==> src/rtl/if_prefetch_pkg.sv <==
// Shared constants and types for the instruction-fetch prefetch stage.
package if_prefetch_pkg;

  localparam int unsigned INST_BYTES   = 4;
  localparam int unsigned XLEN_DEF     = 32;
  localparam logic [31:0] RESET_PC_DEF = 32'h0000_0000;

  typedef enum logic [1:0] {
    RESP_NONE = 2'b00,
    RESP_DROP = 2'b01,
    RESP_PUSH = 2'b10
  } resp_act_e;

endpackage

==> src/rtl/if_fetch_fifo.sv <==
// Synchronous prefetch FIFO holding {pc, inst} pairs; flush empties it, en=0 freezes it.
module if_fetch_fifo #(
  parameter int unsigned WIDTH = 64,
  parameter int unsigned DEPTH = 4
) (
  input  logic                       clk,
  input  logic                       rst,
  input  logic                       en,
  input  logic                       flush,
  input  logic                       push,
  input  logic                       pop,
  input  logic [WIDTH-1:0]           wdata,
  output logic [WIDTH-1:0]           rdata,
  output logic                       empty,
  output logic [$clog2(DEPTH):0]     count
);

  localparam int unsigned AW = $clog2(DEPTH);
  localparam int unsigned CW = AW + 1;
  localparam logic [CW-1:0] DEPTH_C = CW'(DEPTH);

  logic [WIDTH-1:0] mem_r [DEPTH];
  logic [AW-1:0]    wr_ptr_r;
  logic [AW-1:0]    rd_ptr_r;
  logic [CW-1:0]    count_r;
  logic             empty_s;
  logic             full_s;
  logic             do_pop_s;
  logic             do_push_s;

  assign empty_s = (count_r == {CW{1'b0}});
  assign full_s  = (count_r == DEPTH_C);

  // A push into a full FIFO is legal only when the head leaves in the same cycle.
  assign do_pop_s  = en && !flush && pop && !empty_s;
  assign do_push_s = en && !flush && push && (!full_s || do_pop_s);

  // Pointer and occupancy bookkeeping.
  always_ff @(posedge clk or posedge rst) begin
    if (rst) begin
      wr_ptr_r <= {AW{1'b0}};
      rd_ptr_r <= {AW{1'b0}};
      count_r  <= {CW{1'b0}};
    end else if (en && flush) begin
      wr_ptr_r <= {AW{1'b0}};
      rd_ptr_r <= {AW{1'b0}};
      count_r  <= {CW{1'b0}};
    end else begin
      if (do_push_s) wr_ptr_r <= wr_ptr_r + AW'(1'b1);
      if (do_pop_s)  rd_ptr_r <= rd_ptr_r + AW'(1'b1);
      case ({do_push_s, do_pop_s})
        2'b10:   count_r <= count_r + CW'(1'b1);
        2'b01:   count_r <= count_r - CW'(1'b1);
        default: count_r <= count_r;
      endcase
    end
  end

  // Storage array; contents are only observable through a non-empty head.
  always_ff @(posedge clk) begin
    if (do_push_s) mem_r[wr_ptr_r] <= wdata;
  end

  assign rdata = empty_s ? {WIDTH{1'b0}} : mem_r[rd_ptr_r];
  assign empty = empty_s;
  assign count = count_r;

endmodule

==> src/rtl/if_prefetch.sv <==
// Instruction-fetch stage: credit-limited pipelined I-cache requests feeding a prefetch FIFO,
// with redirect handling that counts off stale in-flight responses.
module if_prefetch
  import if_prefetch_pkg::*;
#(
  parameter int unsigned      XLEN            = XLEN_DEF,
  parameter int unsigned      DEPTH           = 4,
  parameter int unsigned      MAX_OUTSTANDING = 2,
  parameter logic [XLEN-1:0]  RESET_PC        = XLEN'(RESET_PC_DEF)
) (
  input  logic            clk,
  input  logic            rst,
  input  logic            rdy,
  input  logic            redirect_i,
  input  logic [XLEN-1:0] redirect_pc_i,
  output logic            cache_req_o,
  output logic [XLEN-1:0] cache_addr_o,
  input  logic            cache_gnt_i,
  input  logic            cache_rvalid_i,
  input  logic [XLEN-1:0] cache_rdata_i,
  output logic            queue_valid_o,
  output logic [XLEN-1:0] queue_inst_o,
  output logic [XLEN-1:0] queue_pc_o,
  input  logic            queue_ready_i
);

  localparam int unsigned     CW         = $clog2(DEPTH) + 1;
  localparam logic [CW-1:0]   MAX_OUT_C  = CW'(MAX_OUTSTANDING);
  localparam logic [CW:0]     DEPTH_C    = (CW + 1)'(DEPTH);
  localparam logic [XLEN-1:0] STEP_C     = XLEN'(INST_BYTES);
  localparam logic [XLEN-1:0] ALIGN_MASK = ~(STEP_C - XLEN'(1'b1));

  logic [XLEN-1:0]   fetch_pc_r, fetch_pc_nx_s;
  logic [XLEN-1:0]   resp_pc_r, resp_pc_nx_s;
  logic [CW-1:0]     inflight_r, inflight_nx_s;
  logic [CW-1:0]     drop_r, drop_nx_s;
  logic [CW-1:0]     fifo_count_s;
  logic              fifo_empty_s;
  logic [2*XLEN-1:0] fifo_head_s;
  logic [CW:0]       credit_sum_s;
  logic              issue_s;
  logic              fire_s;
  logic              rsp_s;
  logic              push_s;
  logic              pop_s;
  logic              flush_s;
  resp_act_e         resp_act_s;

  // Every granted request owns a FIFO slot, so responses never need backpressure.
  always_comb begin
    credit_sum_s = {1'b0, fifo_count_s} + {1'b0, inflight_r};
    issue_s      = !redirect_i && (inflight_r < MAX_OUT_C) && (credit_sum_s < DEPTH_C);
    fire_s       = rdy && issue_s && cache_gnt_i;
    rsp_s        = rdy && cache_rvalid_i;
  end

  // Classify the response in flight this cycle.
  always_comb begin
    if (!cache_rvalid_i) begin
      resp_act_s = RESP_NONE;
    end else if (drop_r != {CW{1'b0}}) begin
      resp_act_s = RESP_DROP;
    end else begin
      resp_act_s = RESP_PUSH;
    end
  end

  // Next-state for PCs and counters; redirect overrides everything and marks all survivors stale.
  always_comb begin
    fetch_pc_nx_s = fetch_pc_r;
    resp_pc_nx_s  = resp_pc_r;
    drop_nx_s     = drop_r;
    inflight_nx_s = inflight_r + CW'(fire_s) - CW'(rsp_s);
    push_s        = 1'b0;
    pop_s         = 1'b0;
    flush_s       = 1'b0;
    if (!rdy) begin
      inflight_nx_s = inflight_r;
    end else if (redirect_i) begin
      fetch_pc_nx_s = redirect_pc_i & ALIGN_MASK;
      resp_pc_nx_s  = redirect_pc_i & ALIGN_MASK;
      drop_nx_s     = inflight_nx_s;
      flush_s       = 1'b1;
    end else begin
      if (fire_s) begin
        fetch_pc_nx_s = fetch_pc_r + STEP_C;
      end else begin
        fetch_pc_nx_s = fetch_pc_r;
      end
      case (resp_act_s)
        RESP_DROP: drop_nx_s = drop_r - CW'(1'b1);
        RESP_PUSH: begin
          push_s       = 1'b1;
          resp_pc_nx_s = resp_pc_r + STEP_C;
        end
        default:   drop_nx_s = drop_r;
      endcase
      pop_s = !fifo_empty_s && queue_ready_i;
    end
  end

  // Fetch-side state registers.
  always_ff @(posedge clk or posedge rst) begin
    if (rst) begin
      fetch_pc_r <= RESET_PC;
      resp_pc_r  <= RESET_PC;
      inflight_r <= {CW{1'b0}};
      drop_r     <= {CW{1'b0}};
    end else begin
      fetch_pc_r <= fetch_pc_nx_s;
      resp_pc_r  <= resp_pc_nx_s;
      inflight_r <= inflight_nx_s;
      drop_r     <= drop_nx_s;
    end
  end

  if_fetch_fifo #(
    .WIDTH (2 * XLEN),
    .DEPTH (DEPTH)
  ) u_fifo (
    .clk   (clk),
    .rst   (rst),
    .en    (rdy),
    .flush (flush_s),
    .push  (push_s),
    .pop   (pop_s),
    .wdata ({resp_pc_r, cache_rdata_i}),
    .rdata (fifo_head_s),
    .empty (fifo_empty_s),
    .count (fifo_count_s)
  );

  assign cache_req_o   = issue_s && !rst;
  assign cache_addr_o  = fetch_pc_r;
  assign queue_valid_o = !fifo_empty_s;
  assign queue_pc_o    = fifo_head_s[2*XLEN-1:XLEN];
  assign queue_inst_o  = fifo_head_s[XLEN-1:0];

endmodule

==> config.mk <==
export PLATFORM = sky130hd
export DESIGN_NAME = if_prefetch
export DESIGN_NICKNAME = d
export VERILOG_FILES = /design/src/rtl/if_prefetch_pkg.sv /design/src/rtl/if_fetch_fifo.sv /design/src/rtl/if_prefetch.sv
export SDC_FILE = /design/constraint.sdc
export NUM_CORES = 1
export LEC_CHECK = 0
export BUFFER_PORTS_ARGS = -buffer_cell sky130_fd_sc_hd__buf_2
export CAP_MARGIN = 20
export CELL_PAD_IN_SITES_DETAIL_PLACEMENT = 1
export CELL_PAD_IN_SITES_GLOBAL_PLACEMENT = 1
export CORE_AREA = 10 10 183 185
export CTS_CLUSTER_DIAMETER = 50
export DETAILED_ROUTE_END_ITERATION = 8
export DIE_AREA = 0 0 193 195
export GPL_TIMING_DRIVEN = 0
export PLACE_DENSITY_LB_ADDON = 0.1
export SETUP_SLACK_MARGIN = 0.3
export SLEW_MARGIN = 20
export SYNTH_ARGS = -nofsm -noshare
export SYNTH_HDL_FRONTEND = slang
export SYNTH_HIERARCHICAL = 1
export SYNTH_SLANG_ARGS = --single-unit
==> constraint.sdc <==
create_clock -name clk -period 3.65 [get_ports clk]
set_input_delay 0.1825 -clock clk [delete_from_list [all_inputs] [get_ports clk]]
set_output_delay 0.1825 -clock clk [all_outputs]
set_load 0.1 [all_outputs]
# Yosys cells after proc, flatten, opt, wreduce, memory -nomap -nowiden
# Memory sizes are Yosys's and may differ from the RTL's.
# Cells that the tools add are included.
[word_totals]
ff_bits = 77
mem_bits_rw = 256
in_bits = 71
mem_count = 1
[classes]
add_sub_neg = 10
n_lt_le_gt_ge = 2
eq_ne = 5
muxes = 24
reduce_logical = 30
[memory_table]
columns = ["name", "words", "word_bits", "rd", "rd_clocked_by_memory_dff", "write_ports", "line", "text"]
rows = [
  ["u_fifo.mem_r", 4, 64, 1, 0, 1, "if_fetch_fifo.sv:22", "logic [WIDTH-1:0] mem_r [DEPTH];"],
]
[ops]
columns = ["op", "count"]
rows = [
  ["2-to-1 mux 32 bit", 4],
  ["adder 32 x 3 -> 32 bit (second input constant)", 2],
  ["2-to-1 mux 64 bit", 1],
  ["logical AND 1 bit", 13],
  ["2-to-1 mux 2 bit", 6],
  ["nonzero test 2 bit", 5],
  ["2-to-1 mux 1 bit", 9],
  ["2-to-1 mux 3 bit", 3],
  ["case mux 3 bit (2 select lines)", 1],
  ["AND reduction 2 bit", 3],
  ["nonzero test 3 bit", 2],
  ["subtractor 3 x 1 -> 3 bit (second input constant)", 2],
  ["logical NOT 1 bit", 5],
  ["adder 2 x 1 -> 2 bit (second input constant)", 2],
  ["adder 3 x 3 -> 4 bit", 1],
  ["== test 2 x 1 -> 1 bit (second input constant)", 2],
  ["== test 2 bit (second input constant)", 2],
  ["< comparator 4 x 3 -> 1 bit (second input constant)", 1],
  ["adder 3 x 1 -> 3 bit", 1],
  ["adder 3 x 1 -> 3 bit (second input constant)", 1],
  ["== test 3 bit (second input constant)", 1],
  ["logical NOT 3 bit", 1],
  ["< comparator 3 x 2 -> 1 bit (second input constant)", 1],
  ["subtractor 3 x 1 -> 3 bit", 1],
  ["logical OR 1 bit", 1],
]

# Depth between registers and ports, before layout
# Gate-level depths: netlist (run 1).
[logic_depth]
word_depth = 12
depth_mapped = 13
mapped_depth_nobuf = 13

# By module
# The synthesis (run 1) kept the hierarchy.
[by_module_without_submodules]
columns = ["mod", "instances", "cells_per_inst", "area_each_um2", "seq_area_each_um2"]
rows = [
  ["if_fetch_fifo", 1, 453, 10118.5, 7862.5],
  ["if_prefetch", 1, 514, 4376.7, 1651.6],
]

# Worst setup path after synthesis (run 1)
# Ideal clock, no wire load.
[synth_timing]
path_type = "reg-to-output"
start = "register u_fifo.count_r[2], in the netlist u_fifo/count[2]"
end = "output cache_req_o"
arrival_ns = 4.068
t_required_ns = 3.467
setup_slack_ns = -0.600
stages_incl_launch_ff = 4
path_buffers = 0
path_cell_list = "dfrtp_1 > ha_1 > or4b_4 > nor4_1"
[synth_between]
elab_chain_cells = 4
[synth_lines]
columns = ["element", "line", "text"]
rows = [
  ["start, declared", "if_fetch_fifo.sv:25", "logic [CW-1:0] count_r;"],
  ["start signal, assigned", "if_fetch_fifo.sv:43", "count_r <= {CW{1'b0}};"],
  ["start signal, assigned", "if_fetch_fifo.sv:47", "count_r <= {CW{1'b0}};"],
  ["start signal, assigned", "if_fetch_fifo.sv:52", "2'b10: count_r <= count_r + CW'(1'b1);"],
  ["adder 3 x 3 -> 4 bit", "if_prefetch.sv:51", "credit_sum_s = {1'b0, fifo_count_s} + {1'b0, inflight_r};"],
  ["< comparator 4 x 3 -> 1 bit", "if_prefetch.sv:52", "issue_s = !redirect_i && (inflight_r < MAX_OUT_C) && (credit_sum_s < DEPTH_C);"],
  ["logical AND 1 bit", "if_prefetch.sv:52", ""],
  ["logical AND 1 bit", "if_prefetch.sv:133", "assign cache_req_o = issue_s && !rst;"],
  ["end, declared", "if_prefetch.sv:16", "output logic cache_req_o,"],
]
# No other way between the ends.

# Worst setup path in the final report (run 1)
[layout_timing]
start = "register u_fifo.count_r[2], in the netlist u_fifo/count[2]"
end = "register drop_r[2]"
[layout_between]
elab_chain_cells = 8
[layout_lines]
columns = ["element", "line", "text"]
rows = [
  ["adder 3 x 3 -> 4 bit", "if_prefetch.sv:51", ""],
  ["< comparator 4 x 3 -> 1 bit", "if_prefetch.sv:52", ""],
  ["logical AND 1 bit", "if_prefetch.sv:52", ""],
  ["logical AND 1 bit (2 in series)", "if_prefetch.sv:53", "fire_s = rdy && issue_s && cache_gnt_i;"],
  ["adder 3 x 1 -> 3 bit", "if_prefetch.sv:73", "inflight_nx_s = inflight_r + CW'(fire_s) - CW'(rsp_s);"],
  ["subtractor 3 x 1 -> 3 bit", "if_prefetch.sv:73", ""],
  ["2-to-1 mux 3 bit", "if_prefetch.sv:79", "end else if (redirect_i) begin"],
  ["end signal, assigned", "if_prefetch.sv:108", "drop_r <= {CW{1'b0}};"],
  ["end signal, assigned", "if_prefetch.sv:113", "drop_r <= drop_nx_s;"],
  ["end, declared", "if_prefetch.sv:36", "logic [CW-1:0] drop_r, drop_nx_s;"],
]
# No other way between the ends.
# A chain may end at the register's enable or synchronous reset.

==> Implementation_results.wiki, run 1 <==
{| class="wikitable"
! Metric !! Value
|-
| Final setup violating endpoints || 0
|-
| Power density over the cells || 743 nW/um2
|-
| Core Rows || 64
|-
| Rel. slew slack || 31.3%
|-
| Most frequent cell after synthesis || sky130_fd_sc_hd__edfxtp_1
|-
| Total CTS buffers || 41
|-
| Slew Limit Fails || 0
|-
| Effective utilization at floorplan || 48.3%
|-
| Clock-pin transition on the worst setup and hold timing paths || 0.06 ns
|-
| Layout fillers || 2943
|-
| Fraction of layout cells with a size suffix above 1 || 26.5%
|-
| CTS H-tree lvls || 2
|-
| Slowest cell on the critical path || sky130_fd_sc_hd__or4b_4
|-
| Critical Setup Path Class || reg2reg
|-
| Launch instance of the worst register-to-register path || u_fifo/count[2]$_DFFE_PP0P_
|-
| CTS Root Buffer Type || sky130_fd_sc_hd__clkbuf_16
|-
| Leakage power || 6.54 nW
|-
| Worst Path Max Fanout || 5
|-
| Final #Nets || 1332
|-
| Count of antenna-violating nets left after detailed routing || 0
|-
| Total negative setup slack || 0 ns
|-
| Final Power || 13.3 mW
|-
| Shortest clock period the worst path allows after layout || 3.15 ns
|-
| Global-route wire length before repair || 62.7 mm
|-
| Floorplan die area || 37600 um2
|-
| Worst path max stage delay || 0.53 ns
|-
| Final-layout worst hold slack || 0.0238 ns
|-
| I/O pin count || 169
|-
| GRT Resource Usage Total || 21.4%
|-
| Top post-synthesis cells by count || sky130_fd_sc_hd__edfxtp_1 (256), sky130_fd_sc_hd__dfrtp_1 (73), sky130_fd_sc_hd__and2_1 (68)
|-
| Area growth syn-to-layout || 23.5%
|-
| Clock latency reported for the late side of the worst-skew pair || 0.54 ns
|-
| Placed cell count || 1540
|-
| TritonCTS sink count || 329
|-
| Arrival time of the worst setup path || 3.52 ns
|-
| Die Y || 195 um
|-
| DP Area || 16000 um2
|-
| Number of antenna violations at the first check in global routing || 0
|-
| Post-route cell area || 17900 um2
|-
| Slew of the pin with the lowest slew margin || 1.03 ns
|-
| Cell area after synthesis || 14500 um2
|-
| Number of buffers inserted by port buffering || 163
|-
| Leading cell types by total area after synthesis || sky130_fd_sc_hd__edfxtp_1 (53%), sky130_fd_sc_hd__dfrtp_1 (13%), sky130_fd_sc_hd__mux4_2 (9.9%)
|-
| Detailed placer's ending HPWL || 27.4 mm
|-
| Critical path, cell by cell || ha_1 -> or4b_4 -> nor4_4 -> inv_2 -> ha_1 -> inv_1 -> ha_1 -> fa_1 -> xor2_2 -> nand3_1 -> o21ai_0 -> a21oi_1
|-
| Kind of start point of the critical path || register
|-
| Number of global-route vias before repair || 10500
|-
| Hold Path Origin || redirect_pc_i[15]
|-
| Core Footprint || 30000 um2
|-
| Total via count after detailed routing || 9774
|-
| Number of remaining DRC errors || 0
|-
| Synthesis Warnings || 6
|-
| Portion of the clock cycle consumed by the worst path in the final layout || 86.4%
|-
| Largest area contributor in the netlist || sky130_fd_sc_hd__edfxtp_1
|-
| Setup repair after global routing missed its margin || false
|-
| CP Capture Type || register
|-
| Max-capacitance violation count || 0
|-
| Routed Wire Length || 40.4 mm
|-
| Antenna cells || 0
|-
| Worst setup skew after layout || 0.0155 ns
|-
| Horizontal die dimension || 193 um
|-
| Yosys top cell area share || 53.0%
|-
| Number of standard cells in the final layout excluding fillers || 1675
|-
| Remaining global-route overflow || 0
|-
| Fmax achieved || 0.317 GHz
|-
| Final estimated routing congestion in global placement || 0.883
|-
| Proportion of synthesized chip area in sequential cells || 65.6%
|-
| Drt first-iter violations || 551
|-
| Startpoint of the worst setup timing path || u_fifo/count[2]$_DFFE_PP0P_
|-
| Clock buffer depth || 3
|-
| Worst IR Drop VDD || 0.000481 V
|-
| Synthesized netlist cell count || 967
|-
| Vias per cell || 5.84
|-
| Mean Syn Cell Area || 15.0 um2
|-
| Top_reg_cell synth || sky130_fd_sc_hd__edfxtp_1
|-
| Post-synthesis async set-or-reset flop share || 22.2%
|-
| EDFF count, synth || 256
|-
| Post-detailed-route wirelength per cell || 24.1 um
|-
| Final-report hold violation count || 0
|-
| Worst path most repeated cell || sky130_fd_sc_hd__ha_1
|-
| Largest net degree at the start of global routing || 47
|-
| Post-synthesis cell type count || 68
|-
| Data required time of the worst path || 4.02 ns
|-
| Result of the run || finished, final reports clean
|-
| Synthesis-stage register bit count || 329
|-
| Clock tree from TritonCTS || done
|-
| Classification of the worst-slack hold path || in2reg
|-
| First drt pass iteration count || 4
|}
sequential cells by signal (all words and copies together) (netlist names):
signal           flops
u_fifo/count         3
drop_r               3
resp_pc_r           30
u_fifo/mem_r       256
u_fifo/rd_ptr_r      2
cache_addr_o        30
u_fifo/wr_ptr_r      2
inflight_r           3
metal layers:
layer | routed length, um | vias to the layer above | GRT usage (%)
met1 | 17000 | 5030 | 28.2
met3 | 2510 | 59 | 3.96
met2 | 20100 | 303 | 36.0
met4 | 751 | 0 | 5.24
li1 | - | 4382 | -
met5 | 0 | - | 0
layout by cell type, fill, tap and decap left out, types with 5 or more instances in the layout:
cell and count:
sky130_fd_sc_hd__edfxtp_1 256, sky130_fd_sc_hd__buf_2 172, sky130_fd_sc_hd__dfrtp_1 73, sky130_fd_sc_hd__mux4_2 64
sky130_fd_sc_hd__and2_1 64, sky130_fd_sc_hd__dlygate4sd3_1 58, sky130_fd_sc_hd__nand2_1 42, sky130_fd_sc_hd__clkbuf_16 42
sky130_fd_sc_hd__nor2_1 41, sky130_fd_sc_hd__a21oi_1 39, sky130_fd_sc_hd__o21ai_0 38, sky130_fd_sc_hd__clkbuf_1 36
sky130_fd_sc_hd__nand3_1 33, sky130_fd_sc_hd__nand4_1 29, sky130_fd_sc_hd__inv_1 21, sky130_fd_sc_hd__nor3_1 20
sky130_fd_sc_hd__mux2i_1 18, sky130_fd_sc_hd__and3_1 15, sky130_fd_sc_hd__ha_1 13, sky130_fd_sc_hd__a22oi_1 11
sky130_fd_sc_hd__o22ai_1 10, sky130_fd_sc_hd__conb_1 10, sky130_fd_sc_hd__clkinv_1 9, sky130_fd_sc_hd__nor4_1 8
sky130_fd_sc_hd__a221o_1 8, sky130_fd_sc_hd__a31oi_1 8, sky130_fd_sc_hd__buf_4 8, sky130_fd_sc_hd__buf_1 6
sky130_fd_sc_hd__a32oi_1 6, sky130_fd_sc_hd__clkinvlp_4 6, sky130_fd_sc_hd__or3_1 5, sky130_fd_sc_hd__and4_1 5
logic make-up (layout without fill, tap and decap cells):
kind of cell               after synthesis  after routing  share of synthesized area, %
muxes                                   83             83                          11.3
buffers and inverters                   79            382                          2.46
adders and majority gates               15             15                          1.40
and+or+nand+nor                        289            289                          11.2
xor gates and xnor gates                 5              5                         0.302
DFF                                    329            329                          65.6
AOI/OAI and AO/OA                      166            166                          7.68
other                                    1             10                        0.0259
metrics by stage:
step	setup WS, ns	util (%)
floorplan	0.281	-
global placement	-0.280	52.8
detailed placement	0.293	53.2
CTS	0.427	59.6
global route	0.271	59.6
finish	0.496	59.6
timing repair:
item	CTS	global route
hold endpoints to repair	200	0
endpoints found under the setup margin	1	1
pin swaps	1	2
gates cloned	0	0
hold buffers	58	0
resized for setup	0	2
setup buffers	1	0
worst paths after layout:
check	cells past startpoint	slack [ns]	to
max	12	0.50	drop_r[2]$_DFFE_PP0P_
min	4	0.02	cache_addr_o[15]$_DFFE_PP0P_
max reg2reg	12	0.50	drop_r[2]$_DFFE_PP0P_
min reg2reg	1	0.54	cache_addr_o[21]$_DFFE_PP0P_
max in group asynchronous	4	2.82	cache_addr_o[3]$_DFFE_PP0P_
min in group asynchronous	3	0.20	u_fifo/count[2]$_DFFE_PP0P_
layout make-up:
| type | count | area [um2] | share of cell area (%) |
|---|---|---|---|
| Buffer | 54 | 263 | 1.47 |
| Clock buffer | 49 | 1080 | 6.02 |
| Clock inverter | 27 | 251 | 1.40 |
| Inverter | 25 | 96.3 | 0.538 |
| Multi-Input combinational cell | 568 | 4680 | 26.1 |
| Sequential cell | 329 | 9510 | 53.1 |
| Tap cell | 396 | 495 | 2.77 |
| Timing Repair Buffer | 227 | 1530 | 8.52 |
worst max-delay path: cells and delay by family (launching register included):
kind | cells | cell delay [ns]
XOR/XNOR | 1 | 0.19
buffers and inverters | 2 | 0.14
AND/OR/NAND/NOR | 3 | 0.91
adder cells (fa/ha/maj) | 4 | 1.17
AO/OA/AOI/OAI | 2 | 0.16
flip-flops | 1 | 0.42
where the power goes:
part	switching [mW]	total (mW)	internal, mW
Sequential	0.418	4.82	4.40
Clock	1.58	3.93	2.34
Combinational	3.62	4.57	0.948
No activity file was read; power rests on OpenSTA's default activity.
==> run 2, diff against run 1 <==
- CAP_MARGIN: 20 -> 30
- clock period: 3.65 -> 3.34 ns (I/O delays scaled with it)
==> Implementation_results.wiki, run 2 (synthesis results as in run 1) <==
{| class="wikitable"
! Metric !! Value
|-
| Portion of the clock cycle consumed by the worst path in the final layout || 89.5% (+3.1 points)
|-
| Total via count after detailed routing || 9900 (+1.3%)
|-
| Most common cell after layout, fill and taps aside || sky130_fd_sc_hd__edfxtp_1
|-
| Horizontal die dimension || 193 um (unchanged)
|-
| Sw Pwr || 6.17 mW (+9.8%)
|-
| Flip-flop count of the largest register, all copies and words added || 256 (unchanged)
|-
| Total CTS buffers || 39 (-4.9%)
|-
| Final-report hold violation count || 0 (unchanged)
|-
| Most frequent cells in the layout || sky130_fd_sc_hd__edfxtp_1 (256), sky130_fd_sc_hd__buf_2 (172), sky130_fd_sc_hd__dfrtp_1 (73), sky130_fd_sc_hd__mux4_2 (64), sky130_fd_sc_hd__and2_1 (64)
|-
| Arrival time of the worst setup path || 3.36 ns (-0.16 ns)
|-
| Final core area utilization || 59.7% (about the same)
|-
| Classification of the worst-slack hold path || in2reg
|-
| Final setup violating endpoints || 0 (unchanged)
|-
| I/O pin count || 169 (unchanged)
|-
| Hold Path Origin || redirect_pc_i[23]
|-
| Largest net degree at the start of global routing || 44 (-6.4%)
|-
| Worst path most repeated cell || sky130_fd_sc_hd__ha_1
|-
| Number of standard cells in the final layout excluding fillers || 1678 (+0.18%)
|-
| Antenna cells || 0 (unchanged)
|-
| Register bank with the most flops || u_fifo/mem_r
|-
| TritonCTS sink count || 329 (unchanged)
|-
| Worst-case reg-to-reg path depth || 12 (unchanged)
|-
| Post-detailed-route wirelength per cell || 25.4 um (+5.1%)
|-
| Worst IR Drop VDD || 0.000673 V (+40%)
|-
| CTS H-tree lvls || 2 (unchanged)
|-
| Hold path endpoint || cache_addr_o[23]$_DFFE_PP0P_
|-
| Power density over the cells || 802 nW/um2 (+7.9%)
|-
| Slew of the pin with the lowest slew margin || 0.932 ns (-0.0989 ns)
|-
| Number of global-route vias before repair || 10600 (+1.2%)
|-
| Critical register-to-register path endpoint || drop_r[2]$_DFFE_PP0P_
|-
| Post-route cell area || 17900 um2 (about the same)
|-
| Slew Limit Fails || 0 (unchanged)
|-
| Fmax achieved || 0.334 GHz (+5.5%)
|-
| Slowest cell on the critical path || sky130_fd_sc_hd__or4b_4
|-
| GRT Resource Usage Total || 21.9% (+0.46 points)
|-
| Fraction of layout cells with a size suffix above 1 || 27.5% (+1.0 points)
|-
| Kind of start point of the critical path || register
|-
| Placed cell count || 1541 (+0.065%)
|-
| Core Footprint || 30000 um2 (unchanged)
|-
| Part of the power in registers || 36.6% (+0.4 points)
|-
| Total negative setup slack || 0 ns (unchanged)
|-
| Launch instance of the worst register-to-register path || u_fifo/count[2]$_DFFE_PP0P_
|-
| Worst hold path cell count || 3 (-1)
|-
| Worst Path Max Fanout || 3 (-2)
|-
| Number of remaining DRC errors || 0 (unchanged)
|-
| Area growth syn-to-layout || 23.6% (about the same)
|-
| DP Area || 16000 um2 (+0.14%)
|-
| Setup repair after global routing missed its margin || true
|-
| Detailed placer's ending HPWL || 27.6 mm (+0.84%)
|-
| Routed Wire Length || 42.6 mm (+5.3%)
|-
| Critical Setup Path Class || reg2reg
|-
| Remaining global-route overflow || 0 (unchanged)
|-
| Worst setup slack after layout || 0.350 ns (-0.146 ns)
|-
| Share of power burned in the clock network || 28.1% (-1.4 points)
|-
| Rel. slew slack || 37.4% (+6.1 points)
|-
| Final Power || 14.4 mW (+8.0%)
|-
| Final estimated routing congestion in global placement || 0.916 (+3.8%)
|-
| Power share of the combinational group || 35.3% (+1.0 points)
|-
| Number of buffers inserted by port buffering || 163 (unchanged)
|-
| Drt first-iter violations || 639 (+16%)
|-
| First drt pass iteration count || 5 (+1)
|-
| Final-layout worst hold slack || 0.0245 ns (+0.000741 ns)
|-
| Result of the run || finished, final reports clean
|-
| Internal Power || 8.20 mW (+6.6%)
|-
| Number of antenna violations at the first check in global routing || 2 (+2)
|-
| FF-to-FF setup slack || 0.35 ns (-0.15 ns)
|-
| Worst setup timing slack at the placement stage || -0.0892 ns (-0.382 ns)
|-
| Clock tree from TritonCTS || done
|-
| Data required time of the worst path || 3.71 ns (-0.31 ns)
|-
| Effective utilization at floorplan || 48.3% (unchanged)
|-
| Critical path, cell by cell || ha_1 -> or4b_4 -> nor4_4 -> inv_2 -> ha_1 -> inv_1 -> ha_1 -> fa_1 -> xor2_1 -> nand3_1 -> o21ai_0 -> a21oi_1
|-
| Max-capacitance violation count || 0 (unchanged)
|-
| Worst setup skew after layout || 0.0126 ns (-0.00291 ns)
|-
| Floorplan die area || 37600 um2 (unchanged)
|-
| Final #Nets || 1339 (+0.53%)
|-
| Shortest clock period the worst path allows after layout || 2.99 ns (-0.164 ns)
|-
| Startpoint of the worst setup timing path || u_fifo/count[2]$_DFFE_PP0P_
|-
| Area taken by flip-flops and latches || 9510 um2 (unchanged)
|-
| Clock buffer depth || 3 (unchanged)
|-
| CP Capture Type || register
|-
| Footprint of the multi-input gates || 4710 um2 (+0.61%)
|-
| Layout fillers || 2921 (-0.75%)
|-
| Worst path max stage delay || 0.54 ns (about the same)
|-
| Clock latency reported for the late side of the worst-skew pair || 0.53 ns (about the same)
|-
| Clock-pin transition on the worst setup and hold timing paths || 0.06 ns (about the same)
|-
| Die Y || 195 um (unchanged)
|-
| Leakage power || 6.57 nW (+0.35%)
|-
| Vias per cell || 5.90 (+1.1%)
|-
| Global-route wire length before repair || 63.9 mm (+1.9%)
|-
| CTS Root Buffer Type || sky130_fd_sc_hd__clkbuf_16
|-
| Core Rows || 64 (unchanged)
|-
| Count of antenna-violating nets left after detailed routing || 0 (unchanged)
|-
| Sw Share || 43.0% (+0.73 points)
|}
-- run 2: cell count changes in the layout (fill, tap and decap cells not counted), moves of 2 or more --
cell	delta
sky130_fd_sc_hd__inv_8	+3
sky130_fd_sc_hd__buf_4	+5
sky130_fd_sc_hd__clkbuf_1	-5
sky130_fd_sc_hd__dlygate4sd3_1	-3
sky130_fd_sc_hd__bufinv_16	-2
sky130_fd_sc_hd__and2_2	+4
sky130_fd_sc_hd__clkinv_1	-2
-- run 2: metal layers --
| layer | global-route usage [%] | routed length, um | share of wire (%) | up-vias |
|---|---|---|---|---|
| li1 | - | - | - | 4401 |
| met5 | 0 | 11 | 0.026 | - |
| met3 | 4.22 | 2520 | 5.9 | 77 |
| met2 | 35.3 | 20700 | 49 | 335 |
| met1 | 29.4 | 18200 | 43 | 5085 |
| met4 | 6.87 | 1080 | 2.5 | 2 |
-- run 2: area by class of cell --
type	count	area share, %
tap	396	2.77
inverter	25	0.538
sequential	329	53.1
clock buffer	44	5.73
buffer	54	1.47
clock inverter	26	1.14
multi-input combinational	572	26.3
timing repair buffer	232	8.97
-- run 2: power by group through the flow --
stage          logic (mW)  registers (mW)  clock network, mW
6_report             5.07            5.26               4.04
5_1_grt              5.35            5.32               4.29
4_1_cts              5.08            5.25               4.10
3_5_place_dp         4.96            5.33                  0
3_3_place_gp         4.90            5.30                  0
2_1_floorplan        3.42            5.80                  0
-- run 2: how the worst max path moves through the flow --
stage                               endpoint  slack (ns)
2_1_floorplan   u_fifo/mem_r[0][0]$_DFFE_PP_        0.24
3_3_place_gp   u_fifo/mem_r[0][30]$_DFFE_PP_       -0.07
3_5_place_dp           drop_r[2]$_DFFE_PP0P_       -0.09
4_1_cts                drop_r[2]$_DFFE_PP0P_        0.25
5_1_grt                drop_r[2]$_DFFE_PP0P_        0.20
6_report               drop_r[2]$_DFFE_PP0P_        0.35
-- run 2: timing repair --
| action | 4_1_cts | 5_1_grt |
|---|---|---|
| endpoints found under the setup margin | 72 | 131 |
| gates cloned | 1 | 5 |
| hold buffers | 55 | 0 |
| resized for setup | 3 | 1 |
| pin swaps | 4 | 5 |
| hold endpoints to repair | 188 | 0 |
| buffers inserted | 6 | 0 |
-- run 2: worst max-delay path: cells and delay by family (launching register included) --
family | cells | cell delay, ns
XOR/XNOR | 1 | 0.21
flip-flops | 1 | 0.40
AO/OA/AOI/OAI | 2 | 0.17
adder cells (fa/ha/maj) | 4 | 1.12
buffers and inverters | 2 | 0.10
AND/OR/NAND/NOR | 3 | 0.84
==> run 3, diff against run 2 <==
- CORE_AREA: 10 10 183 185 -> 10 10 182 184
- DIE_AREA: 0 0 193 195 -> 0 0 192 194
- SYNTH_HIERARCHICAL: 1 -> unset
- clock period: 3.34 -> 2.95 ns (I/O delays scaled with it)
==> Implementation_results.wiki, run 3 <==
{| class="wikitable"
! Metric !! Value
|-
| Shortest clock period the worst path allows after layout || 2.73 ns (-0.258 ns)
|-
| Final #Nets || 1325 (-1.0%)
|-
| Worst setup slack after layout || 0.218 ns (-0.132 ns)
|-
| Remaining global-route overflow || 0 (unchanged)
|-
| Global-route wire length before repair || 60.0 mm (-6.2%)
|-
| Register bank with the most flops || u_fifo.mem_r
|-
| Synthesis-stage register bit count || 321 (-2.4%)
|-
| Number of antenna violations at the first check in global routing || 1 (-1)
|-
| Area growth syn-to-layout || 27.8%
|-
| Placed cell count || 1497 (-2.9%)
|-
| Synthesized netlist cell count || 937 (-3.1%)
|-
| Core Rows || 63 (-1.6%)
|-
| Result of the run || finished, final reports clean
|-
| Critical Setup Path Class || reg2reg
|-
| Critical path, cell by cell || ha_4 -> nor4b_4 -> and4b_1 -> buf_6 -> inv_8 -> ha_4 -> inv_2 -> ha_4 -> inv_2 -> fa_2 -> xor2_2 -> a22o_1 -> a22o_1
|-
| Clock tree from TritonCTS || done
|-
| First drt pass iteration count || 4 (-1)
|-
| Number of remaining DRC errors || 0 (unchanged)
|-
| Antenna cells || 0 (unchanged)
|-
| I/O pin count || 169 (unchanged)
|-
| Most frequent cells in the layout || sky130_fd_sc_hd__edfxtp_1 (248), sky130_fd_sc_hd__buf_2 (162), sky130_fd_sc_hd__and2_1 (66), sky130_fd_sc_hd__dfrtp_1 (64)
|-
| Total via count after detailed routing || 9347 (-5.6%)
|-
| Most frequent cell after synthesis || sky130_fd_sc_hd__edfxtp_1
|-
| EDFF count, synth || 248 (-3.1%)
|-
| Die Y || 194 um (-0.51%)
|-
| Fraction of layout cells with a size suffix above 1 || 30.7% (+3.1 points)
|-
| Clock buffer depth || 3 (unchanged)
|-
| Worst path most repeated cell || sky130_fd_sc_hd__ha_4
|-
| Post-route cell area || 17800 um2 (-0.78%)
|-
| Worst setup skew after layout || 0.0138 ns (+0.00126 ns)
|-
| Final core area utilization || 60.5% (+0.80 points)
|-
| Post-synthesis async set-or-reset flop share || 22.7% (+0.55 points)
|-
| Setup repair after global routing missed its margin || true
|-
| Worst setup timing slack at the placement stage || -0.367 ns (-0.277 ns)
|-
| Floorplan die area || 37200 um2 (-1.0%)
|-
| Worst IR Drop VDD || 0.000665 V (-1.2%)
|-
| Yosys top cell area share || 53.5% (+0.49 points)
|-
| Vias per cell || 5.63 (-4.5%)
|-
| Clock latency reported for the late side of the worst-skew pair || 0.52 ns (about the same)
|-
| DP Area || 15400 um2 (-3.6%)
|-
| Drt first-iter violations || 520 (-19%)
|-
| Core Footprint || 29400 um2 (-2.1%)
|-
| Power density over the cells || 1020 nW/um2 (+28%)
|-
| Post-detailed-route wirelength per cell || 23.4 um (-7.7%)
|-
| Worst Path Max Fanout || 3 (unchanged)
|-
| CTS Root Buffer Type || sky130_fd_sc_hd__clkbuf_16
|-
| Worst path max stage delay || 0.44 ns (-0.10 ns)
|-
| Most common cell after layout, fill and taps aside || sky130_fd_sc_hd__edfxtp_1
|-
| Horizontal die dimension || 192 um (-0.52%)
|-
| Post-synthesis cell type count || 62 (-8.8%)
|-
| Largest net degree at the start of global routing || 46 (+4.5%)
|-
| GRT Resource Usage Total || 20.6% (-1.3 points)
|-
| Final setup violating endpoints || 0 (unchanged)
|-
| Arrival time of the worst setup path || 3.14 ns (-0.22 ns)
|-
| Effective utilization at floorplan || 47.3% (-0.95 points)
|-
| Fmax achieved || 0.366 GHz (+9.5%)
|-
| Detailed placer's ending HPWL || 25.5 mm (-7.8%)
|-
| Leakage power || 6.55 nW (-0.20%)
|-
| Slowest cell on the critical path || sky130_fd_sc_hd__dfrtp_2
|-
| Top post-synthesis cells by count || sky130_fd_sc_hd__edfxtp_1 (248), sky130_fd_sc_hd__dfrtp_1 (73), sky130_fd_sc_hd__and2_1 (70)
|-
| Clock-pin transition on the worst setup and hold timing paths || 0.06 ns (about the same)
|-
| Slew of the pin with the lowest slew margin || 0.759 ns (-0.173 ns)
|-
| Count of antenna-violating nets left after detailed routing || 0 (unchanged)
|-
| FF-to-FF setup slack || 0.22 ns (-0.13 ns)
|-
| Classification of the worst-slack hold path || in2reg
|-
| Top_reg_cell synth || sky130_fd_sc_hd__edfxtp_1
|-
| Number of global-route vias before repair || 10100 (-4.5%)
|-
| Data required time of the worst path || 3.36 ns (-0.35 ns)
|-
| Total CTS buffers || 40 (+2.6%)
|-
| Slew Limit Fails || 0 (unchanged)
|-
| Largest area contributor in the netlist || sky130_fd_sc_hd__edfxtp_1
|-
| Final estimated routing congestion in global placement || 0.833 (-9.1%)
|-
| Max-capacitance violation count || 0 (unchanged)
|-
| Rel. slew slack || 49.4% (+12 points)
|-
| Leading cell types by total area after synthesis || sky130_fd_sc_hd__edfxtp_1 (54%), sky130_fd_sc_hd__dfrtp_1 (13%), sky130_fd_sc_hd__mux4_2 (10%)
|-
| Final-report hold violation count || 0 (unchanged)
|-
| CTS H-tree lvls || 2 (unchanged)
|-
| Proportion of synthesized chip area in sequential cells || 66.6% (+1.0 points)
|-
| Mean Syn Cell Area || 14.9 um2 (-0.93%)
|-
| Portion of the clock cycle consumed by the worst path in the final layout || 92.6% (+3.1 points)
|-
| Final Power || 18.2 mW (+27%)
|-
| CP Capture Type || register
|-
| Routed Wire Length || 38.8 mm (-8.7%)
|-
| Number of buffers inserted by port buffering || 160 (-1.8%)
|-
| Cell area after synthesis || 13900 um2 (-4.0%)
|-
| Flip-flop count of the largest register, all copies and words added || 248 (-3.1%)
|-
| TritonCTS sink count || 321 (-2.4%)
|-
| Kind of start point of the critical path || register
|-
| Number of standard cells in the final layout excluding fillers || 1659 (-1.1%)
|-
| Synthesis Warnings || 0 (-6)
|}
==> run 3: cell types whose count changed in the layout (fill, tap and decap cells not counted), moves of 7 or more <==
cell	previous run	this run
sky130_fd_sc_hd__nand4_1	29	9
sky130_fd_sc_hd__mux2i_1	18	8
sky130_fd_sc_hd__clkbuf_2	1	12
sky130_fd_sc_hd__dfrtp_1	73	64
sky130_fd_sc_hd__edfxtp_1	256	248
sky130_fd_sc_hd__buf_4	13	35
sky130_fd_sc_hd__nand2_1	42	50
sky130_fd_sc_hd__buf_2	172	162
sky130_fd_sc_hd__o21ai_0	38	47
sky130_fd_sc_hd__dlygate4sd3_1	55	62
sky130_fd_sc_hd__dfrtp_2	0	9
==> run 3: worst paths after layout <==
| kind | start | end | cells past startpoint |
|---|---|---|---|
| min in group asynchronous | rst | drop_r[1]$_DFFE_PP0P_ | 3 |
| worst max register to register | inflight_r[1]$_DFFE_PP0P_ | drop_r[2]$_DFFE_PP0P_ | 13 |
| worst min-delay path | rdy | inflight_r[0]$_DFFE_PP0P_ | 2 |
| worst max-delay path | inflight_r[1]$_DFFE_PP0P_ | drop_r[2]$_DFFE_PP0P_ | 13 |
| worst min register to register | drop_r[1]$_DFFE_PP0P_ | drop_r[1]$_DFFE_PP0P_ | 2 |
| max in group asynchronous | rst | resp_pc_r[17]$_DFFE_PP0P_ | 5 |
==> run 3: report_power, final <==
group	switching (mW)	leakage (nW)	internal [mW]
logic	5.72	2.83	1.79
registers	0.463	3.07	5.39
clock network	1.91	0.649	2.93
total	8.09	6.55	10.1
==> run 3: timing repair <==
| item | 4_1_cts | 5_1_grt |
|---|---|---|
| hold endpoints to repair | 209 | 0 |
| hold buffers | 62 | 0 |
| cloned | 3 | 1 |
| pin swaps | 7 | 7 |
| setup endpoints to repair | 324 | 243 |
| resized for setup | 31 | 20 |
| setup buffers | 16 | 8 |
==> run 3: cell families (layout without fill, tap and decap cells) <==
logic type | Yosys count | in the layout | synth area share (%)
flops | 321 | 321 | 66.6
simple gates | 279 | 282 | 10.8
compound gates | 155 | 155 | 7.00
buf+inv | 79 | 405 | 2.35
mux | 73 | 73 | 10.9
fa+ha+maj | 15 | 15 | 1.46
xor+xnor | 14 | 14 | 0.881
other cells | 1 | 4 | 0.0270
==> run 3: through the flow <==
stage	hold WS (ns)	setup TNS, ns
detailed placement	0.113	-50.67
global route	0.0775	0
finish	0.0624	0
global placement	0.365	-220.61
CTS	0.0532	0
floorplan	0.246	0
==> run 3: cell type report <==
| class | count | area [um2] |
|---|---|---|
| Buffer | 55 | 279 |
| Clock buffer | 48 | 1080 |
| Clock inverter | 24 | 249 |
| Fill cell | 2841 | 11600 |
| Inverter | 24 | 101 |
| Multi-Input combinational cell | 543 | 4460 |
| Sequential cell | 321 | 9290 |
| Tap cell | 390 | 488 |
| Timing Repair Buffer | 254 | 1830 |
==> run 3: critical path, delay by kind of cell (launching register included) <==
family	cells	cell delay (ns)
xor gates and xnor gates	1	0.16
buffers and inverters	4	0.25
adders and majority gates	4	0.85
and+or+nand+nor	2	0.53
DFF	1	0.44
AOI/OAI and AO/OA	2	0.38
==> run 3: metal layers <==
metal  share of wire (%)  up-vias  track usage, %
li1                    -     4243               -
met3                 4.9       39            3.56
met5                   0        -               0
met4                 1.7        0            5.24
met2                  51      259            35.4
met1                  43     4806            26.5
